--- src/rtl/adc_conv_sequencer.sv ---
// adc_conv_sequencer
//   Sits directly behind the ADC. It issues the start_conversion pulse, waits
//   for conversion_finished (synchronised here), captures the 16-bit result
//   into a show-ahead FIFO and presents it to a system-side reader. It supports
//   single-shot and periodic (continuous) operation, a finish timeout and
//   sticky overflow/timeout flags.
//
// Ports
//   clk, rst_n             system clock, synchronous active-low reset
//   enable_in              sequencer enable
//   continuous_in          1 = periodic conversions, 0 = single-shot
//   single_trig_in         one-cycle request for one conversion
//   period_in              idle cycles between capture and next start
//   start_conversion_out   start pulse to the ADC (START_CYCLES long)
//   conv_finished_in       ADC conversion_finished (asynchronous)
//   result_in              ADC result, stable while finished is high
//   fifo_rd_in             pop head entry
//   fifo_data_out          head entry (valid when !fifo_empty_out)
//   fifo_empty_out/full    FIFO status
//   fifo_level_out         entry count
//   overflow_out           sticky: result dropped, FIFO full
//   timeout_out            sticky: finish not seen in time
//   clear_flags_in         clears both sticky flags
//   busy_out               high whenever the FSM is not idle
module adc_conv_sequencer #(
  parameter int FIFO_DEPTH     = 8,
  parameter int PERIOD_W       = 16,
  parameter int START_CYCLES   = 4,
  parameter int TIMEOUT_CYCLES = 4096
) (
  input  logic                          clk,
  input  logic                          rst_n,
  input  logic                          enable_in,
  input  logic                          continuous_in,
  input  logic                          single_trig_in,
  input  logic [PERIOD_W-1:0]           period_in,
  output logic                          start_conversion_out,
  input  logic                          conv_finished_in,
  input  logic [15:0]                   result_in,
  input  logic                          fifo_rd_in,
  output logic [15:0]                   fifo_data_out,
  output logic                          fifo_empty_out,
  output logic                          fifo_full_out,
  output logic [$clog2(FIFO_DEPTH):0]   fifo_level_out,
  output logic                          overflow_out,
  output logic                          timeout_out,
  input  logic                          clear_flags_in,
  output logic                          busy_out
);

  localparam int AW  = $clog2(FIFO_DEPTH);
  localparam int LW  = AW + 1;
  localparam int TW  = $clog2(TIMEOUT_CYCLES + 1);
  localparam int SW  = $clog2(START_CYCLES + 1);
  localparam int CW0 = (PERIOD_W > TW) ? PERIOD_W : TW;
  // One shared counter covers the start pulse, the timeout and the holdoff.
  localparam int CW  = (CW0 > SW) ? CW0 : SW;

  typedef enum logic [2:0] {
    ST_IDLE, ST_START, ST_WAIT, ST_CAPTURE, ST_HOLD
  } state_t;

  state_t          r_state;
  logic [CW-1:0]   r_cnt;
  logic            r_start;
  logic            r_busy;
  logic            r_overflow;
  logic            r_timeout;

  // finished synchroniser: two flops plus an edge register
  logic            r_fin_s1, r_fin_s2, r_fin_d;
  logic            w_fin_rise;

  // FIFO state
  logic [15:0]     r_mem [FIFO_DEPTH];
  logic [AW-1:0]   r_wr_ptr, r_rd_ptr;
  logic [LW-1:0]   r_level;
  logic [LW-1:0]   w_level_nxt;
  logic            r_empty, r_full;
  logic            w_wr, w_rd;
  logic            w_set_ov, w_set_to;

  assign w_fin_rise = r_fin_s2 & ~r_fin_d;

  // A rise in the same cycle as the last timeout count takes priority.
  assign w_set_to = (r_state == ST_WAIT) && !w_fin_rise &&
                    (r_cnt == CW'(TIMEOUT_CYCLES - 1));

  // A read in the capture cycle frees a slot, so a full FIFO still accepts.
  assign w_wr     = (r_state == ST_CAPTURE) && (!r_full || fifo_rd_in);
  assign w_set_ov = (r_state == ST_CAPTURE) && r_full && !fifo_rd_in;
  assign w_rd     = fifo_rd_in && !r_empty;

  always_ff @(posedge clk) begin
    if (!rst_n) begin
      r_state    <= ST_IDLE;
      r_cnt      <= '0;
      r_start    <= 1'b0;
      r_busy     <= 1'b0;
      r_overflow <= 1'b0;
      r_timeout  <= 1'b0;
      r_fin_s1   <= 1'b0;
      r_fin_s2   <= 1'b0;
      r_fin_d    <= 1'b0;
    end else begin
      r_fin_s1 <= conv_finished_in;
      r_fin_s2 <= r_fin_s1;
      r_fin_d  <= r_fin_s2;

      case (r_state)
        ST_IDLE: begin
          if (enable_in && (single_trig_in || continuous_in)) begin
            r_state <= ST_START;
            r_cnt   <= CW'(START_CYCLES);
            r_start <= 1'b1;
            r_busy  <= 1'b1;
          end
        end
        ST_START: begin
          if (r_cnt <= CW'(1)) begin
            r_state <= ST_WAIT;
            r_cnt   <= '0;
            r_start <= 1'b0;
          end else begin
            r_cnt <= r_cnt - CW'(1);
          end
        end
        ST_WAIT: begin
          // Edge detect: a finished level already high at start is ignored.
          if (w_fin_rise) begin
            r_state <= ST_CAPTURE;
          end else if (w_set_to) begin
            r_state <= ST_IDLE;
            r_busy  <= 1'b0;
          end else begin
            r_cnt <= r_cnt + CW'(1);
          end
        end
        ST_CAPTURE: begin
          // result_in is sampled directly: it has been stable for the whole
          // synchroniser latency, so no second capture register is needed.
          if (enable_in && continuous_in) begin
            r_state <= ST_HOLD;
            r_cnt   <= CW'(period_in);
          end else begin
            r_state <= ST_IDLE;
            r_busy  <= 1'b0;
          end
        end
        ST_HOLD: begin
          if (!enable_in || !continuous_in) begin
            r_state <= ST_IDLE;
            r_busy  <= 1'b0;
          end else if (r_cnt == '0) begin
            r_state <= ST_START;
            r_cnt   <= CW'(START_CYCLES);
            r_start <= 1'b1;
          end else begin
            r_cnt <= r_cnt - CW'(1);
          end
        end
        default: begin
          r_state <= ST_IDLE;
          r_start <= 1'b0;
          r_busy  <= 1'b0;
        end
      endcase

      // Sticky flags: a set event beats a simultaneous clear.
      if (w_set_ov)            r_overflow <= 1'b1;
      else if (clear_flags_in) r_overflow <= 1'b0;
      if (w_set_to)            r_timeout  <= 1'b1;
      else if (clear_flags_in) r_timeout  <= 1'b0;
    end
  end

  always_comb begin
    w_level_nxt = r_level;
    if (w_wr && !w_rd)      w_level_nxt = r_level + LW'(1);
    else if (w_rd && !w_wr) w_level_nxt = r_level - LW'(1);
  end

  // Depth is a power of two, so pointers wrap naturally.
  always_ff @(posedge clk) begin
    if (!rst_n) begin
      for (int i = 0; i < FIFO_DEPTH; i++) r_mem[i] <= '0;
      r_wr_ptr <= '0;
      r_rd_ptr <= '0;
      r_level  <= '0;
      r_empty  <= 1'b1;
      r_full   <= 1'b0;
    end else begin
      if (w_wr) begin
        r_mem[r_wr_ptr] <= result_in;
        r_wr_ptr        <= r_wr_ptr + AW'(1);
      end
      if (w_rd) r_rd_ptr <= r_rd_ptr + AW'(1);
      r_level <= w_level_nxt;
      r_empty <= (w_level_nxt == '0);
      r_full  <= (w_level_nxt == LW'(FIFO_DEPTH));
    end
  end

  assign start_conversion_out = r_start;
  assign busy_out             = r_busy;
  assign overflow_out         = r_overflow;
  assign timeout_out          = r_timeout;
  assign fifo_data_out        = r_mem[r_rd_ptr];
  assign fifo_empty_out       = r_empty;
  assign fifo_full_out        = r_full;
  assign fifo_level_out       = r_level;

endmodule
--- config.mk ---
export PLATFORM = sky130hd
export DESIGN_NAME = adc_conv_sequencer
export DESIGN_NICKNAME = d
export VERILOG_FILES = /design/src/rtl/adc_conv_sequencer.sv
export SDC_FILE = /design/constraint.sdc
export NUM_CORES = 1
export LEC_CHECK = 0
export BUFFER_PORTS_ARGS = -buffer_cell sky130_fd_sc_hd__buf_2
export CORE_ASPECT_RATIO = 2
export CORE_MARGIN = 10
export CORE_UTILIZATION = 38
export DETAILED_ROUTE_END_ITERATION = 6
export GPL_TIMING_DRIVEN = 0
export HOLD_SLACK_MARGIN = 0.06
export PLACE_DENSITY = 0.67
export RECOVER_POWER = 25
export SYNTH_ARGS = -nofsm -noshare
export SYNTH_HDL_FRONTEND = slang
export SYNTH_SLANG_ARGS = --single-unit
--- constraint.sdc ---
create_clock -name clk -period 3.3 [get_ports clk]
set_input_delay 0.33 -clock clk [delete_from_list [all_inputs] [get_ports clk]]
set_output_delay 0.33 -clock clk [all_outputs]
set_load 0.01 [all_outputs]
# --- Yosys cells after proc, flatten, opt, wreduce, memory -nomap -nowiden ---
# Memories as Yosys holds them, arrays and structs flattened. A register that Yosys moved wholly into a read port is not among the register bits.
# Cells that the tools add are included.
# Widths: inputs -> output; s select.
word_totals:
  regBits: 38
  mem_bits_rw: 128
  inputBits: 40
  out_inout_bits: 26
  elab_cells: 117
  n_memories: 1
mem_list:
  columns: ["memory", "depth", "word_bits", "read_ports", "rd_clocked_by_memory_dff", "write_ports", "line_no", "source"]
  rows:
  - ["r_mem", 8, 16, 1, 1, 8, "75", "logic [15:0] r_mem [FIFO_DEPTH];"]
op_classes:
  addsub: 6
  magnitude_cmp: 1
  eq_ne: 18
  mux: 40
  n_bitwise: 4
  n_reduce_logical: 33
op_table:
  columns: ["op", "n"]
  rows:
  - ["$mux 16", 8]
  - ["$pmux 16 s5", 1]
  - ["$mux 3", 10]
  - ["$ne 2x2->1 const B", 9]
  - ["$add 16x1->16 const B", 1]
  - ["$eq 16x12->1 const B", 1]
  - ["$le 16x1->1 const B", 1]
  - ["$logic_not 16->1", 1]
  - ["$mux 1", 16]
  - ["$reduce_or 16->1", 1]
  - ["$sub 16x1->16 const B", 1]
  - ["$pmux 3 s5", 1]
  - ["$reduce_and 6->1", 2]
  - ["$logic_and 1x1->1", 10]
  - ["$logic_not 1->1", 8]
  - ["$mux 4", 2]
  - ["$add 3x1->3 const B", 2]
  - ["$eq 3x2->1 const B", 2]
  - ["$ne 3x3->1 const B", 2]
  - ["$pmux 1 s5", 1]
  - ["$reduce_and 5->1", 1]
  - ["$reduce_bool 5->1", 1]
  - ["$add 4x1->4 const B", 1]
  - ["$eq 4x4->1 const B", 1]
  - ["other kinds (13)", 18]

# --- Depth between registers and ports, before layout ---
depth:
  ltp_word: 8
  ltp_mapped: 9
  mapped_depth_nobuf: 8

# --- Worst setup path after synthesis ---
# OpenSTA, ideal clock, no wires.
synth_path:
  kind: "register to register"
  startpoint: "register r_state[2]"
  endpoint: "memory r_mem[5][0], enable pin"
  setup_time_ns: 0.411
  t_arrival_ns: 2.279
  t_required_ns: 2.889
  setup_slack_ns: 0.610
  stages_incl_launch_ff: 6
  path_buffers: 1
  period_less_slack_ns: 2.690
  path_cell_list: "dfxtp_1 -> buf_6 -> nand3b_1 -> nor2_2 -> nand3_1 -> o21ai_0"
synth_rtl:
  columns: ["element", "line_no", "source"]
  rows:
  - ["start, declared", "63", "state_t r_state;"]
  - ["start signal, assigned", "96", "r_state <= ST_IDLE;"]
  - ["start signal, assigned", "113", "r_state <= ST_START;"]
  - ["start signal, assigned", "121", "r_state <= ST_WAIT;"]
  - ["end, declared", "75", null]

==> reports/qor.csv <==
metric,value,unit
most frequent cell after synthesis,and2_1,
Max Root-Sink Buffers,2,
later-pin clock latency in the skew report,0.43,ns
Syn Inst Count,688,
crit-path max cell delay,0.85,ns
post-route clock skew,0.01419,ns
"Top FF cell, synth",edfxtp_1,
largest net degree at the start of global routing,17,
drt via density,5.493,
H-tree Lvls,4,
vias in the first global route,6132,
max-cap viol count,0,
synthesized net count,736,
worst hold margin,0.1066,ns
post-route clock period utilization,0.9074,
initial drt markers,411,
"Max FO, Critical Path",16,
share of flip-flops with an asynchronous set or reset,0,
startpoint types,flip-flop,
CP startpoint,r_state[2],
Slew Limit Fails,0,
leakage,3.502,nW
Post-Layout Cell Count,1064,
fmax,0.3340,GHz
Setup Crit Path Kind,reg -> reg,
CP Data Required Time,3.35,ns
DIE AREA,0.02933,mm²
post-place setup slack,0.01586,ns
final setup violating endpoints,0,
area growth from synthesis to final layout,15.18,%
drc violations,0,
Die Y,232.4,µm
Clock Pin Slew Worst Setup and Hold Paths,0.07,ns
CTS tree,yes,
DRT Wirelength,22.97,mm
P per Cell Area,591.0,mW/mm²
mean area per synthesized cell,12.46,µm²
drt pass-1 iters,6,
starting density of the core,0.3869,
Util after Layout,0.4456,
initial antenna violation count,0,
CTS root buf,clkbuf_16,
commonest cells in the netlist,"and2_1, edfxtp_1, dfxtp_1",
Critical Path AT,3.04,ns
Rel. slew slack,0.1955,
storage element area,0.004664,mm²
area share of the largest cell type after synthesis,0.4483,
final worst slack,0.3056,ns
r2r startpoint,r_state[2],
"top cells by area, synth","edfxtp_1, and2_1, dfxtp_1, mux4_2, mux2_2",
gp weighted congestion,0.9307,
core box area,0.02216,mm²
Seq cells post-synth,169,
number of synthesized flops with an enable pin,128,
nets@finish,823,
# fillers,2088,
# port buffers,65,
FP Rows,77,
ratio of cells with drive above 1 in the final layout,0.2297,
Ports,66,
wire per inst,21.59,µm
crit path cell chain,"buf_6, nand3b_1, nor2_2, nand2_1, nor3_2, nand2b_1",
CP Capture Type,flip-flop,
via count,5845,
Routed Antenna Nets,0,
post-synthesis cell area,0.008573,mm²
Critical-path top delay cell,nand2b_1,
synth unique cells,81,
number of buffers created by CTS,17,
placed cell count,1032,
DP HPWL,17.25,mm
Min-Delay Path Class,in -> reg,
Yosys top cell by area,edfxtp_1,
Sink Count,169,
Peak VDD IR,0.3409,mV
first-pass GRT wire length,34.73,mm
total power draw,5.836,mW
RSZ-0062 raised after global routing,no,
area of the multi-input gates,0.003590,mm²
Die W,126.2,µm
sequential fraction of the synthesis area,0.5441,
Ys Warns,0,
Final Hold Vio Count,0,
worst hold start,conv_finished_in,
Tmin final,2.994,ns
worst slew pin tran,1.194,ns
status,completed,
ANT cells,0,
GRT Util Overall,0.1559,
grt total ovfl,0,
# hold bufs at CTS,0,
-- logic make-up (layout without fill, tap and decap cells) --
kind of cell	Yosys count	in the layout	share of synthesized area
AOI/OAI and AO/OA	87	87	0.07064
xor gates and xnor gates	22	22	0.02247
adders and majority gates	8	8	0.01168
buffers and inverters	54	154	0.03678
DFF	169	169	0.5441
muxes	51	51	0.1086
and+or+nand+nor	297	297	0.2058
-- final timing paths --
check / to / slack [ns] / cells after the start
worst max-delay path: r_mem[4][1] / 0.31 / 6
worst min-delay path: r_fin_s1 / 0.11 / 2
worst max register to register: r_mem[4][1] / 0.31 / 6
worst min register to register: r_fin_s2 / 0.44 / 1
-- flip-flops by register name, summed over array words and instances, names as in the netlist, named ones only --
name,count
r_wr_ptr,3
r_state,3
r_fin_s2,1
r_fin_s1,1
busy_out,1
r_mem,128
start_conversion_out,1
r_rd_ptr,3
r_cnt,16
fifo_level_out,4
fifo_full_out,1
overflow_out,1
timeout_out,1
fifo_empty_out,1
r_fin_d,1
-- placed cells by master (no fill, tap or decap), drive strengths merged, types with 6 or more instances in the layout --
master,synthesis,layout
dfxtp,41,41
mux2,16,16
nand3,18,18
clkbuf,33,64
nand2b,9,9
a31oi,6,6
buf,10,67
o21ai,24,24
and2,136,136
a21oi,15,15
inv,11,14
nor4,12,12
nor2,31,31
nand4,11,11
edfxtp,128,128
nand2,36,36
xnor2,17,17
ha,8,8
mux4,32,32
nor3,17,17
-- critical path, delay by kind of cell (launching register included) --
kind / cells / cell delay [ns]
buffers and inverters: 1 / 0.13
and+or+nand+nor: 5 / 2.15
DFF: 1 / 0.31
-- cell type report --
type,count,area share
Clock buffer,20,0.04422
Multi-Input combinational cell,465,0.3635
Tap cell,276,0.03497
Buffer,43,0.02775
Timing Repair Buffer,68,0.03611
Inverter,11,0.004181
Sequential cell,169,0.4724
Clock inverter,12,0.01685
-- layer usage --
| metal | track usage | vias to the layer above | routed length [µm] | share of wire |
|---|---|---|---|---|
| li1 | - | 2727 | - | - |
| met1 | 0.1417 | 2853 | 7769 | 0.34 |
| met3 | 0.03507 | 63 | 915 | 0.040 |
| met4 | 0.08792 | 0 | 1049 | 0.046 |
| met2 | 0.3044 | 202 | 13240 | 0.58 |
| met5 | 0 | - | 0 | 0 |
-- power breakdown --
group          switching [mW]  internal, mW
clock                   0.859          1.20
combinational           0.762         0.528
sequential             0.0832          2.40
-- metrics by stage --
step,area [µm²],TNS [ns]
5_1_grt,9874,0
3_5_place_dp,9300,0
2_1_floorplan,8573,0
3_3_place_gp,9244,-35.57
4_1_cts,9903,0
6_report,9874,0
-- repair_timing --
| action | 4_1_cts | 5_1_grt |
|---|---|---|
| gates resized for setup | 0 | 4 |
| endpoints found under the setup margin | 0 | 64 |
| setup buffers | 0 | 0 |
Power figures use the tool's default switching activity.
